**src/rtl/result_byte_streamer.sv**
```systemverilog
// Result-word FIFO feeding an MSB-first byte stream over valid/ready.
// Optional macro STREAMER_DELIM_EN appends an 8'h0A byte after every word.
`timescale 1ns/1ps
module result_byte_streamer #(
  parameter int unsigned DATA_W = 40,
  parameter int unsigned DEPTH  = 16
) (
  input  logic                      clk,
  input  logic                      rst,
  input  logic [DATA_W-1:0]         data,
  input  logic                      enable,
  output logic [7:0]                byte_out,
  output logic                      byte_valid,
  input  logic                      byte_ready,
  output logic                      full,
  output logic                      empty,
  output logic [$clog2(DEPTH):0]    count,
  output logic                      overflow
);

  localparam int unsigned PTR_W  = $clog2(DEPTH);
  localparam int unsigned CNT_W  = PTR_W + 1;
  localparam int unsigned NBYTES = DATA_W / 8;
  localparam int unsigned IDX_W  = (NBYTES > 1) ? $clog2(NBYTES) : 1;
  localparam logic [IDX_W-1:0] LAST_IDX = IDX_W'(NBYTES - 1);

`ifdef STREAMER_DELIM_EN
  typedef enum logic [1:0] {S_IDLE, S_SEND, S_DELIM} state_t;
`else
  typedef enum logic [0:0] {S_IDLE, S_SEND} state_t;
`endif

  state_t              r_state, w_state_nxt;
  logic [DATA_W-1:0]   r_mem [DEPTH];
  logic [PTR_W-1:0]    r_wr_ptr, r_rd_ptr;
  logic [CNT_W-1:0]    r_count;
  logic [CNT_W-1:0]    w_cnt_nxt;
  logic                r_full, r_empty, r_overflow;
  logic [DATA_W-1:0]   r_shift, w_shift_nxt;
  logic [DATA_W-1:0]   w_shift_sh;
  logic [DATA_W-1:0]   w_head;
  logic [IDX_W-1:0]    r_idx, w_idx_nxt;
  logic [7:0]          r_byte_out, w_out_nxt;
  logic                r_byte_valid, w_valid_nxt;
  logic                w_push, w_pop, w_xfer;

  assign w_push     = enable & ~r_full;
  assign w_xfer     = r_byte_valid & byte_ready;
  assign w_head     = r_mem[r_rd_ptr];
  assign w_shift_sh = r_shift << 8;
  assign w_cnt_nxt  = r_count + CNT_W'(w_push) - CNT_W'(w_pop);

  // Storage array: no reset needed, contents are qualified by the pointers.
  always_ff @(posedge clk) begin
    if (w_push) r_mem[r_wr_ptr] <= data;
  end

  // Pointers, occupancy and status flags; full/empty registered from next count.
  always_ff @(posedge clk or negedge rst) begin
    if (!rst) begin
      r_wr_ptr   <= '0;
      r_rd_ptr   <= '0;
      r_count    <= '0;
      r_full     <= 1'b0;
      r_empty    <= 1'b1;
      r_overflow <= 1'b0;
    end else begin
      if (w_push) r_wr_ptr <= r_wr_ptr + PTR_W'(1);
      if (w_pop)  r_rd_ptr <= r_rd_ptr + PTR_W'(1);
      r_count <= w_cnt_nxt;
      r_full  <= (w_cnt_nxt == CNT_W'(DEPTH));
      r_empty <= (w_cnt_nxt == '0);
      if (enable && r_full) r_overflow <= 1'b1;
    end
  end

  // Serializer state and datapath registers.
  always_ff @(posedge clk or negedge rst) begin
    if (!rst) begin
      r_state      <= S_IDLE;
      r_shift      <= '0;
      r_idx        <= '0;
      r_byte_out   <= 8'h00;
      r_byte_valid <= 1'b0;
    end else begin
      r_state      <= w_state_nxt;
      r_shift      <= w_shift_nxt;
      r_idx        <= w_idx_nxt;
      r_byte_out   <= w_out_nxt;
      r_byte_valid <= w_valid_nxt;
    end
  end

  // Next-state logic; a word load always presents its top byte on the next cycle.
  always_comb begin
    w_state_nxt = r_state;
    w_shift_nxt = r_shift;
    w_idx_nxt   = r_idx;
    w_out_nxt   = r_byte_out;
    w_valid_nxt = r_byte_valid;
    w_pop       = 1'b0;
    case (r_state)
      S_IDLE: begin
        w_valid_nxt = 1'b0;
        if (!r_empty) begin
          w_pop       = 1'b1;
          w_shift_nxt = w_head;
          w_idx_nxt   = '0;
          w_out_nxt   = w_head[DATA_W-1 -: 8];
          w_valid_nxt = 1'b1;
          w_state_nxt = S_SEND;
        end
      end
      S_SEND: begin
        if (w_xfer) begin
          if (r_idx == LAST_IDX) begin
`ifdef STREAMER_DELIM_EN
            w_state_nxt = S_DELIM;
            w_out_nxt   = 8'h0A;
            w_valid_nxt = 1'b1;
`else
            if (!r_empty) begin
              w_pop       = 1'b1;
              w_shift_nxt = w_head;
              w_idx_nxt   = '0;
              w_out_nxt   = w_head[DATA_W-1 -: 8];
              w_valid_nxt = 1'b1;
            end else begin
              w_state_nxt = S_IDLE;
              w_out_nxt   = 8'h00;
              w_valid_nxt = 1'b0;
            end
`endif
          end else begin
            w_shift_nxt = w_shift_sh;
            w_idx_nxt   = r_idx + IDX_W'(1);
            w_out_nxt   = w_shift_sh[DATA_W-1 -: 8];
            w_valid_nxt = 1'b1;
          end
        end
      end
`ifdef STREAMER_DELIM_EN
      S_DELIM: begin
        if (w_xfer) begin
          if (!r_empty) begin
            w_pop       = 1'b1;
            w_shift_nxt = w_head;
            w_idx_nxt   = '0;
            w_out_nxt   = w_head[DATA_W-1 -: 8];
            w_valid_nxt = 1'b1;
            w_state_nxt = S_SEND;
          end else begin
            w_state_nxt = S_IDLE;
            w_out_nxt   = 8'h00;
            w_valid_nxt = 1'b0;
          end
        end
      end
`endif
      default: begin
        w_state_nxt = S_IDLE;
        w_valid_nxt = 1'b0;
      end
    endcase
  end

  assign byte_out   = r_byte_out;
  assign byte_valid = r_byte_valid;
  assign full       = r_full;
  assign empty      = r_empty;
  assign count      = r_count;
  assign overflow   = r_overflow;

endmodule

```
**config.mk**
```make
export PLATFORM = sky130hd
export DESIGN_NAME = result_byte_streamer
export DESIGN_NICKNAME = d
export VERILOG_FILES = /design/src/rtl/result_byte_streamer.sv
export SDC_FILE = /design/constraint.sdc
export NUM_CORES = 1
export LEC_CHECK = 0
export ABC_AREA = 1
export CAP_MARGIN = 0
export CORE_ASPECT_RATIO = 0.8
export CORE_MARGIN = 3
export CORE_UTILIZATION = 30
export CTS_BUF_LIST = sky130_fd_sc_hd__clkbuf_4
export DETAILED_ROUTE_END_ITERATION = 6
export GPL_ROUTABILITY_DRIVEN = 0
export SLEW_MARGIN = 20
export SYNTH_ARGS = -nofsm -noshare
export SYNTH_HDL_FRONTEND = slang
export SYNTH_SLANG_ARGS = --single-unit
```
**constraint.sdc**
```tcl
create_clock -name clk -period 9.4 [get_ports clk]
set_input_delay 1.88 -clock clk [delete_from_list [all_inputs] [get_ports clk]]
set_output_delay 1.88 -clock clk [all_outputs]
set_load 0.01 [all_outputs]
```
==> run metrics <==
DRT iter0 DRCs 1976; GR Overflow Total 0; sequential area share after synthesis 0.732; Mapped Nets between 2000 and 2500; CP required 10.33 ns; fin. max-slew vios 0; R2R Setup Slk 5.92 ns; die area about 0.098 sq mm; Leakage between 0.01 and 0.015 uW; Crit Path Category in -> reg; Post-CTS Resized 0; pin count of the biggest net entering global routing 174; flops & latches, synth 701; fin util 0.346; max_cap viols 0; CP startpoint kind primary input; CTS tree yes; Clock Tree Root clkbuf_4; vias in the first global route 17700; first-pass GRT wire length 111 mm; Worst Setup SP byte_ready; final hold violation count 0; fin crit share 0.440; Arr. time, crit path around 5 ns; Power, Total 6990 uW; Post-CTS Setup Inserts 0; peak supply drop 0.108 mV; Initial Util 0.304; CORE AREA 0.0933 sq mm; Die X about 350 microns; Crit. End Element flop; status completed; most common cell after layout, fill and taps aside edfxtp_1; Worst Tran Pin Value 1.12 ns; Top Ports 61; CTS Hold Bufs 0; total wire length 73.3 mm; ANT nets after route 0; Area Overhead vs Synth 14.0%; pwr dens 216 mW/mm^2; DR pass1 iterations 5; CP max FO 9; H-tree depth 4; CTS Buf Count 170; Port Buffers 60; Cells after Synth 2359; DR vias 18400; average wire per standard cell between 15 and 20 microns; row count 100; HP Start overflow; RSZ-0062 raised after global routing no; Fin Setup TNS 0 ns; Die Ht roughly 280 microns; Slew headroom 0.249; most frequent cells in the layout 640 x edfxtp_1, 489 x nor2_1, 283 x nand3_1; Tot GR Track Use 0.149; initial antenna violation count 3; synth unique cells 36; DR vias/cell 4.79; DR DRC count 0; DP Wirelength roughly 40 mm; Tmin final a little over 4 ns; synth warn 0; final setup fails 0; worst-case clock buffer depth 3; Worst-path clk slew 0.07 ns; worst skew pair latency ~1.0 ns; clock sink count 701; share of cells above drive strength 1 0.131; Fmax 0.242 GHz; final setup skew 0.0553 ns; FF-to-FF Start r_rd_ptr[0]; WHS 0.465 ns; Worst Hold Class reg -> reg; post-layout net count roughly 2500; syn_area_per_cell 12.0 sq um; Post-Syn Area 0.0284 sq mm
-- power by group --
part	leakage (uW)	switching (uW)	internal, uW
combinational	0.00356	471	160
sequential	0.00637	80.9	3730
clock	0.00131	1220	1330
-- cell families after synthesis --
group	synth area share
adders and majority gates	0.00600
and+or+nand+nor	0.151
DFF	0.732
buffers and inverters	0.0409
AOI/OAI and AO/OA	0.0675
xor gates and xnor gates	0.00309
-- metal layers --
metal / up-vias / GRT usage / share of wire
li1: 8660 / - / -
met1: 8929 / 0.216 / 0.47
met2: 684 / 0.216 / 0.43
met3: 112 / 0.0354 / 0.082
met4: 2 / 0.0549 / 0.019
met5: - / 0 / 0.000096
-- registers in the layout, indices dropped and copies added, names as in the netlist --
| name | count |
|---|---|
| empty | 1 |
| overflow | 1 |
| count | 5 |
| r_idx | 3 |
| byte_out | 8 |
| r_rd_ptr | 4 |
| r_mem | 640 |
| r_state | 1 |
| full | 1 |
| r_shift | 32 |
| byte_valid | 1 |
| r_wr_ptr | 4 |
-- stage by stage --
step / area, sq um / setup slack (ns) / std cells
after floorplan: 28400 / 4.81 / 2359
after global placement: 30100 / 4.28 / 3534
after detailed placement: 30100 / 4.29 / 3534
after CTS: 32300 / 5.16 / 3831
after global routing: 32300 / 5.10 / 3836
final: 32300 / 5.27 / 3840
-- cell usage after synthesis, drive strengths merged --
cell type  instances  area [sq um]
or2                3          18.8
clkbuf            52           195
buf               89           578
a31oi              1          6.26
a21oi             27           139
o22a               1          8.76
clkinv             1          3.75
xor2               8          70.1
o211ai            30           225
nor2             507          1910
inv              102           383
o22ai              1          6.26
o21ai            266          1330
a22oi             24           180
nor3               1          5.00
nand4              1          6.26
xnor2              2          17.5
ha                12           150
dfstp              1          26.3
dfrtp             60          1500
edfxtp           640         19200
a22o               1          8.76
nand3            283          1420
nand2            243           915
a21o               1          7.51
fa                 1          20.0
and3               1          6.26
-- critical path, stage by stage --
cell             delay, ns
clkdlybuf4s50_1       0.56
nand2_1               0.14
nand2_2               0.12
inv_2                 0.07
nor2_4                0.24
inv_2                 0.18
a21oi_4               0.23
ha_1                  0.27
inv_1                 0.06
ha_1                  0.16
inv_1                 0.07
fa_1                  0.44
o21ai_0               0.23
xor2_1                0.24
and3_1                0.18
-- layout make-up --
cell class	count	area, sq um
diodes	9	22.5
clock buffers	264	1980
clock inverters	33	196
fillers	9146	61000
inverters	103	398
multi-input cells	1414	6580
flip-flops and latches	701	20800
well taps	1224	1530
repair buffers	92	848
-- path summary, 6_finish.rpt --
path | depth (start not counted) | end
max in group asynchronous | 2 | r_rd_ptr[1]
min in group asynchronous | 2 | overflow
max reg2reg | 8 | r_shift[15]
max | 15 | full
min | 1 | overflow
min reg2reg | 1 | overflow
(Power assumes the default switching activity.)
